**config.mk**
```make
export PLATFORM = sky130hd
export DESIGN_NAME = fp_addsub_sched
export DESIGN_NICKNAME = d
export VERILOG_FILES = /design/src/rtl/fp_addsub_pkg.sv /design/src/rtl/rr_arb2.sv /design/src/rtl/fp_addsub_sched.sv
export SDC_FILE = /design/constraint.sdc
export NUM_CORES = 1
export LEC_CHECK = 0
export CAP_MARGIN = 10
export CORE_ASPECT_RATIO = 1.5
export CORE_MARGIN = 2
export CORE_UTILIZATION = 35
export CTS_CLUSTER_DIAMETER = 100
export DETAILED_ROUTE_END_ITERATION = 16
export HOLD_SLACK_MARGIN = 0.15
export PLACE_DENSITY = 0.84
export SYNTH_ARGS = -nofsm -noshare
export SYNTH_HDL_FRONTEND = slang
export SYNTH_HIERARCHICAL = 1
export SYNTH_SLANG_ARGS = --single-unit
```
**constraint.sdc**
```tcl
create_clock -name clk -period 4.1 [get_ports clk]
set_clock_uncertainty 0.1 [all_clocks]
set_input_delay 1.23 -clock clk [delete_from_list [all_inputs] [get_ports clk]]
set_output_delay 1.23 -clock clk [all_outputs]
set_load 0.02 [all_outputs]
```
**src/rtl/fp_addsub_pkg.sv**
```systemverilog
// Shared constants and FSM state type for the two-requester add/sub scheduler.
package fp_addsub_pkg;

    localparam int DEFAULT_WIDTH   = 32;
    localparam int DEFAULT_LATENCY = 3;

    // Wide enough for the largest legal latency (15).
    localparam int CNT_W = 4;

    localparam logic OP_ADD = 1'b1;
    localparam logic OP_SUB = 1'b0;

    typedef enum logic [1:0] {
        IDLE,
        START,
        WAIT,
        RESP
    } state_t;

endpackage

```
**src/rtl/rr_arb2.sv**
```systemverilog
// Two-way round-robin arbiter: on a tie the requester not granted last wins.
module rr_arb2 (
    input  logic       i_valid0,
    input  logic       i_valid1,
    input  logic       i_last,
    output logic [1:0] o_grant
);

    // NOTE: default assignment first so every path drives o_grant and no latch is inferred.
    always_comb begin
        o_grant = 2'b00;
        if (i_valid0 && i_valid1) begin
            o_grant = i_last ? 2'b01 : 2'b10;
        end else if (i_valid0) begin
            o_grant = 2'b01;
        end else if (i_valid1) begin
            o_grant = 2'b10;
        end
    end

endmodule

```
**src/rtl/fp_addsub_sched.sv**
```systemverilog
// Schedules two requesters onto one shared fixed-latency add/sub datapath,
// one operation in flight at a time, and returns the tagged result.
module fp_addsub_sched
    import fp_addsub_pkg::*;
#(
    parameter int WIDTH   = DEFAULT_WIDTH,
    parameter int LATENCY = DEFAULT_LATENCY
) (
    input  logic             clk,
    input  logic             rst,

    input  logic             req0_valid,
    output logic             req0_ready,
    input  logic [WIDTH-1:0] req0_x,
    input  logic [WIDTH-1:0] req0_y,
    input  logic             req0_op,

    input  logic             req1_valid,
    output logic             req1_ready,
    input  logic [WIDTH-1:0] req1_x,
    input  logic [WIDTH-1:0] req1_y,
    input  logic             req1_op,

    output logic [WIDTH-1:0] dp_x,
    output logic [WIDTH-1:0] dp_y,
    output logic             dp_op,
    output logic             dp_start,
    input  logic [WIDTH-1:0] dp_result,

    output logic             rsp_valid,
    input  logic             rsp_ready,
    output logic             rsp_id,
    output logic [WIDTH-1:0] rsp_data,
    output logic             busy
);

    state_t           r_state;
    logic [CNT_W-1:0] r_cnt;
    logic             r_last;
    logic             r_dp_start;
    logic             r_dp_op;
    logic [WIDTH-1:0] r_dp_x;
    logic [WIDTH-1:0] r_dp_y;
    logic             r_rsp_valid;
    logic             r_rsp_id;
    logic [WIDTH-1:0] r_rsp_data;
    logic             r_busy;

    logic [1:0]       w_grant;
    logic             w_offer;
    logic             w_sel;
    logic             w_accept;

    rr_arb2 u_arb (
        .i_valid0 (req0_valid),
        .i_valid1 (req1_valid),
        .i_last   (r_last),
        .o_grant  (w_grant)
    );

    // Readys are offered only from IDLE and never while reset is held.
    assign w_offer    = (r_state == IDLE) && !rst;
    assign req0_ready = w_offer && w_grant[0];
    assign req1_ready = w_offer && w_grant[1];
    assign w_sel      = w_grant[1];
    assign w_accept   = (req0_valid && req0_ready) || (req1_valid && req1_ready);

    // NOTE: all state uses non-blocking assignments so every register samples pre-edge values.
    always_ff @(posedge clk or posedge rst) begin
        if (rst) begin
            r_state     <= IDLE;
            r_cnt       <= '0;
            r_last      <= 1'b1;
            r_dp_start  <= 1'b0;
            r_dp_op     <= OP_SUB;
            r_dp_x      <= '0;
            r_dp_y      <= '0;
            r_rsp_valid <= 1'b0;
            r_rsp_id    <= 1'b0;
            r_rsp_data  <= '0;
            r_busy      <= 1'b0;
        end else begin
            r_dp_start <= 1'b0;
            case (r_state)
                IDLE: begin
                    if (w_accept) begin
                        r_dp_x     <= w_sel ? req1_x  : req0_x;
                        r_dp_y     <= w_sel ? req1_y  : req0_y;
                        r_dp_op    <= w_sel ? req1_op : req0_op;
                        r_last     <= w_sel;
                        r_dp_start <= 1'b1;
                        r_busy     <= 1'b1;
                        r_state    <= START;
                    end
                end
                START: begin
                    // WAIT spans LATENCY cycles; the last one is where the result is valid.
                    r_cnt   <= CNT_W'(LATENCY - 1);
                    r_state <= WAIT;
                end
                WAIT: begin
                    if (r_cnt == '0) begin
                        r_rsp_data  <= dp_result;
                        r_rsp_id    <= r_last;
                        r_rsp_valid <= 1'b1;
                        r_state     <= RESP;
                    end else begin
                        r_cnt <= r_cnt - CNT_W'(1);
                    end
                end
                RESP: begin
                    if (rsp_ready) begin
                        r_rsp_valid <= 1'b0;
                        r_busy      <= 1'b0;
                        r_state     <= IDLE;
                    end
                end
                default: r_state <= IDLE;
            endcase
        end
    end

    assign dp_x      = r_dp_x;
    assign dp_y      = r_dp_y;
    assign dp_op     = r_dp_op;
    assign dp_start  = r_dp_start;
    assign rsp_valid = r_rsp_valid;
    assign rsp_id    = r_rsp_id;
    assign rsp_data  = r_rsp_data;
    assign busy      = r_busy;

endmodule

```
==> results.md, run 1 <==
* Final hold vios at 0
* Reg-to-reg slack, setup at 1880 ps
* Ys flop type: dfrtp_1
* CTS root buf: clkbuf_16
* #FFs+latches synth at 108
* Post-cts hold buffer count at 0
* Most frequent CP cell: clkdlybuf4s50_1
* Sequential power share at 0.337
* Post-layout net count at 851
* First-pass GRT wire length at 21,000 um
* Fill count at 1,122
* Starting density of the core at 0.357
* Critical path data arrival time at 2680 ps
* Via-per-instance ratio at 4.84
* Endpoint, Worst Hold: rsp_data[7]
* Worst hold path class: flop to flop
* CTS Sinks at 108
* Fmax achieved at 249 MHz
* Largest stage delay, worst path at 600 ps
* Relative slew slack at 0.317
* Hold Path Depth at 1
* Die X at 99.4 um
* Skew-Pair Late Insertion Delay at 350 ps
* Critical path class: input pin to primary output
* Setup TNS at 0 ps
* Ports at 270
* Clock network fraction of total power at 0.148
* Drt first pass iters at 5
* WP data required at 2770 ps
* Top post-synthesis cells by area: dfrtp_1 (56%), mux2i_1 (14%), mux2_2 (7.8%)
* Setup Viol. Count Final at 0
* Utilization after layout at 0.594
* Final wirelength at 13,400 um
* Dpl hpwl at 10,500 um
* CTS tree: built
* R2R Path End: dp_op
* WP buf/inv at 2
* Drt drc at 0
* Post-synth EDFFs at 0
* Switching part of the total at 0.376
* Final Max Tran Viols at 0
* Synthesized area per cell at 11.6 sq um
* Post-Syn Instances at 412
* CTS buffer count at 9
* Drt first-iter violations at 88
* RSZ-0062 raised after global routing: no
* Share of the synthesized area in the top cell type at 0.560
* Distinct cells, synth at 32
* Height of the die at 147 um
* Tcrit/Tclk final at 0.978
* Combinational share of power at 0.515
* Reg2reg start: r_last
* Yosys warns at 6
* Design Area, Final at 0.00796 sq mm
* Ys async rst share at 1.00
* NetSw at 2.11 mW
* Maximum buffer depth of the clock tree at 2
* Clock-pin slew on the worst setup and hold paths at 70 ps
* Commonest non-fill, non-tap cells in the layout: clkdlybuf4s50_1 (269), dfrtp_1 (107), nor2_1 (70), a21oi_1 (68), mux2i_1 (65)
* Worst Setup SP: req1_valid
* Placed instance area at 0.00767 sq mm
* Area grow syn2layout at 66.6%
* Post-synth top area cell: dfrtp_1
* Port Buffers at 269
* Worst path slowest cell: clkdlybuf4s50_1
* Largest net degree at the start of global routing at 68
* Mapped Area at 0.00478 sq mm
* Largest delay contributor family on the critical path: buffers and inverters
* HP Start: rsp_data[7]
* H-tree levels at 3
* CP Capture Type: primary output
* Reg2reg path depth at 5
* Overflow after GRT at 0
* Most common cell after layout, fill and taps aside: clkdlybuf4s50_1
* Row count at 52
* Routed Antenna Nets at 0
* Placer congestion estimate at 0.794
* Multi-input logic area at 0.00190 sq mm
* Post-route minimum period at 4010 ps
* Power Internal at 3.49 mW
* DIE AREA at 0.0146 sq mm
* Max-Cap Viols at 0
* Largest fanout on the critical path at 3
* Share of post-route cells with drive strength above 1 at 0.101
* Sequential-to-total area share from yosys stat at 0.566
* Outcome: complete, no violations
* Routed vias at 4,099
* Core area at 0.0134 sq mm
* P per Cell Area at 704 mW/mm^2
* CP Cell Sequence: clkdlybuf4s50_1 > a21boi_4 > and2_1 > clkdlybuf4s50_1
* LEAKAGE at 3.36 nW
* VDD IR max at 0.512 mV
* Vias in the first global route at 4,301
* Total track usage at 0.181
* CP Launch Type: input pin
* Storage cell area at 0.00270 sq mm
* Routed length per placed instance at 15.8 um
* Tightest Pin Transition at 1020 ps
* Initial antenna violation count at 1
* Synth Net Count at 584
==> final cells by class <==
type | instances | area share
clock inverters | 6 | 0.00566
clock buffers | 10 | 0.0300
flip-flops and latches | 108 | 0.340
inverters | 11 | 0.00581
repair buffers | 281 | 0.354
diodes | 1 | 0.000314
multi-input cells | 268 | 0.239
well taps | 162 | 0.0255
==> logic make-up (layout without fill, tap and decap cells) <==
family	after synthesis	after routing	share of synthesized area
flops	108	108	0.566
mux	101	101	0.221
simple gates	82	82	0.0715
compound gates	80	80	0.0896
buf+inv	36	308	0.0390
fa+ha+maj	5	5	0.0131
other cells	0	1	0
==> stage by stage <==
step / hold WS (ps) / setup slack, ps / power [mW] / cells
global route: 418 / 2.34 / 5.95 / 846
CTS: 395 / 94.2 / 5.68 / 846
detailed placement: 378 / 106 / 4.82 / 830
floorplan: 395 / 573 / 3.37 / 412
finish: 390 / 91.5 / 5.60 / 847
global placement: 369 / 110 / 4.71 / 830
==> sequential cells by signal (all words and copies together), names as in the netlist <==
register,count
rsp_data,32
r_cnt,4
r_last,1
dp_x,32
dp_start,1
rsp_valid,1
busy,1
dp_op,1
rsp_id,1
dp_y,32
r_state,2
==> cells in the mapped netlist (2+ instances only) <==
library cell / number
nor3_1: 2
mux2i_1: 65
nand2_1: 3
buf_6: 3
ha_1: 5
o31ai_1: 2
mux2_2: 33
inv_1: 9
clkbuf_1: 5
o32a_1: 2
and2_1: 2
mux2_1: 3
dfrtp_1: 107
buf_2: 14
a21oi_1: 68
inv_2: 2
buf_4: 3
nor2_1: 70
==> worst max-delay path by stage <==
stage            endpoint  slack, ps  cells after the start
6_report       req1_ready         90                      4
3_3_place_gp   req1_ready        110                      5
5_1_grt        req0_ready          2                      4
3_5_place_dp   req1_ready        110                      4
4_1_cts        req1_ready         90                      4
2_1_floorplan  req1_ready        570                      5
==> power by group through the flow <==
stage | logic, mW | clock network, mW | registers [mW]
2_1_floorplan | 0.881 | 0 | 2.49
3_5_place_dp | 2.91 | 0 | 1.91
3_3_place_gp | 2.83 | 0 | 1.88
6_report | 2.89 | 0.831 | 1.89
4_1_cts | 2.92 | 0.863 | 1.90
5_1_grt | 3.07 | 0.910 | 1.96
==> routing by layer <==
layer | track usage | vias up | wire length, um
li1 | - | 1961 | -
met1 | 0.186 | 1945 | 4630
met2 | 0.342 | 171 | 7380
met3 | 0.0533 | 22 | 1070
met4 | 0.0596 | 0 | 267
met5 | 0 | - | 0
==> what timing repair did <==
item	4_1_cts	5_1_grt
setup endpoints to repair	0	2
resized for setup	0	1
setup buffers	0	0
(Power assumes the default switching activity.)
==> inputs of run 2 (changes only) <==
--- a/config.mk
+++ b/config.mk
@@ -13,6 +13,7 @@
 export DETAILED_ROUTE_END_ITERATION = 16
 export HOLD_SLACK_MARGIN = 0.15
 export PLACE_DENSITY = 0.84
+export SKIP_LAST_GASP = 1
 export SYNTH_ARGS = -nofsm -noshare
 export SYNTH_HDL_FRONTEND = slang
 export SYNTH_HIERARCHICAL = 1
==> results of run 2 <==
The final DEF is identical to that of run 1; final timing and power are the same.
==> inputs of run 3 (changes only) <==
--- a/config.mk
+++ b/config.mk
@@ -5,8 +5,8 @@
 export SDC_FILE = /design/constraint.sdc
 export NUM_CORES = 1
 export LEC_CHECK = 0
-export CAP_MARGIN = 10
-export CORE_ASPECT_RATIO = 1.5
+export CAP_MARGIN = 0
+export CORE_ASPECT_RATIO = 0.7
 export CORE_MARGIN = 2
 export CORE_UTILIZATION = 35
 export CTS_CLUSTER_DIAMETER = 100
==> run 3 against run 2 <==
Final cell count up 2.2%. Worst setup slack worse by 28 ps. Worst hold slack about the same. Utilization up 0.85 points.
==> results.md, run 3 (synthesized netlist as in run 1, its figures left out) <==
* Outcome: complete, no violations
* Via-per-instance ratio at 4.67 (-3.6%)
* Met3 routed WL at 1120 um (+4.1%)
* Relative slew slack at 0.467 (+0.150)
* Die X at 144 um (+45%)
* First-pass GRT wire length at 20,400 um (-2.6%)
* Dpl ws at 42.4 ps (-63.9 ps)
* RSZ-0062 raised after global routing: no
* # Post-CTS Setup Buffers at 0 (unchanged)
* Tcrit/Tclk final at 0.985 (+0.00694)
* Vias in the first global route at 4,152 (-3.5%)
* P per Cell Area at 702 mW/mm^2 (-0.27%)
* CTS tree: built
* Post-cts resize count at 0 (unchanged)
* Final wirelength at 13,300 um (-0.65%)
* CP Launch Type: input pin
* Combinational share of power at 0.514 (about the same)
* Drt drc at 0 (unchanged)
* LEAKAGE at 3.34 nW (-0.68%)
* CTS buffer count at 9 (unchanged)
* VDD IR max at 0.337 mV (-34%)
* Overflow after GRT at 0 (unchanged)
* Maximum buffer depth of the clock tree at 2 (unchanged)
* Core area at 0.0132 sq mm (-1.3%)
* Routed length per placed instance at 15.3 um (-2.8%)
* DIE AREA at 0.0146 sq mm (about the same)
* WL met1 at 5390 um (+16%)
* Final hold vios at 0 (unchanged)
* Clock-pin slew on the worst setup and hold paths at 70 ps (about the same)
* Starting density of the core at 0.361 (+0.00479)
* Post-cts hold buffer count at 0 (unchanged)
* Area grow syn2layout at 66.8% (about the same)
* Post-layout net count at 848 (-0.35%)
* Post-route minimum period at 4040 ps (+28.4 ps)
* Routed vias at 4,041 (-1.4%)
* Initial antenna violation count at 0 (-1)
* Drt first-iter violations at 149 (+69%)
* WP data required at 2770 ps (about the same)
* Total track usage at 0.178 (-0.00248)
* Final worst setup slack at 63.0 ps (-28.4 ps)
* H-tree levels at 3 (unchanged)
* Worst hold path class: flop to flop
* Max Used Layer: met4
* Dpl hpwl at 10,400 um (-0.82%)
* Placed insts at 850 (+2.4%)
* Row count at 35 (-33%)
* Max-Cap Viols at 0 (unchanged)
* Met2 WL at 6640 um (-10%)
* Share of post-route cells with drive strength above 1 at 0.0940 (-0.00690)
* Skew-Pair Late Insertion Delay at 330 ps (-20 ps)
* CTS root buf: clkbuf_16
* CP Capture Type: primary output
* Critical path data arrival time at 2710 ps (+30 ps)
* Tightest Pin Transition at 799 ps (-225 ps)
* Height of the die at 102 um (-31%)
* Largest fanout on the critical path at 3 (unchanged)
* Port Buffers at 269 (unchanged)
* Ports at 270 (unchanged)
* Largest net degree at the start of global routing at 70 (+2.9%)
* Post-route insts no fill at 866 (+2.2%)
* Drt first pass iters at 4 (-1)
* Diodes inserted at 0 (-1)
* Setup TNS at 0 ps (unchanged)
* Clock network fraction of total power at 0.148 (about the same)
* Commonest non-fill, non-tap cells in the layout: clkdlybuf4s50_1 (269), dfrtp_1 (107), nor2_1 (70), a21oi_1 (68), mux2i_1 (65)
* Routed Antenna Nets at 0 (unchanged)
* Critical path class: input pin to primary output
* CTS Sinks at 108 (unchanged)
* Final Max Tran Viols at 0 (unchanged)
* Sequential power share at 0.339 (+0.002)
* Placer congestion estimate at 0.795 (+0.10%)
* Setup Viol. Count Final at 0 (unchanged)
* Most common cell after layout, fill and taps aside: clkdlybuf4s50_1
* Switching part of the total at 0.378 (+0.00194)
* NetSw at 2.12 mW (+0.34%)
* Power Internal at 3.48 mW (-0.49%)
* Fmax achieved at 248 MHz (-0.70%)
==> run 3: power by group through the flow <==
stage	clock network (mW)	logic (mW)	registers, mW
global route	0.903	3.08	1.97
finish	0.826	2.87	1.90
detailed placement	0	2.90	1.92
CTS	0.857	2.91	1.90
global placement	0	2.82	1.88
floorplan	0	0.881	2.49
==> run 3: stage by stage <==
step	hold slack [ps]	utilization	total power [mW]	area, sq um
finish	390	0.603	5.59	7970
global route	407	0.603	5.95	7970
CTS	396	0.603	5.67	7970
detailed placement	379	0.581	4.82	7680
global placement	372	0.581	4.71	7680
floorplan	395	-	3.37	4780
==> run 3: final cells by class <==
type / count / area (sq um)
fill: 1075 / 5260
timing repair buffer: 278 / 2800
sequential: 108 / 2700
multi-input combinational: 268 / 1900
tap: 185 / 231
clock buffer: 10 / 229
clock inverter: 6 / 61.3
inverter: 11 / 46.3
==> run 3: per-layer routing <==
metal,GRT usage,up-vias
li1,-,1956
met1,0.208,1893
met2,0.318,182
met3,0.0624,10
met4,0.0407,0
met5,0,-
==> run 3: final timing paths <==
check                           slack, ps  depth (start not counted)         from     endpoint
max in group asynchronous            2010                          3          rst     dp_y[18]
worst max register to register       1800                          5       r_last     dp_x[28]
worst min register to register        390                          1  rsp_data[3]  rsp_data[3]
worst max-delay path                   60                          4          rst   req0_ready
min in group asynchronous            1240                          2          rst   r_state[0]
worst min-delay path                  390                          1  rsp_data[3]  rsp_data[3]
==> run 3: worst max-delay path, cell delays in order <==
cell             delay (ps)
clkdlybuf4s50_1         470
nor2b_1                 240
and2_1                  160
clkdlybuf4s50_1         600
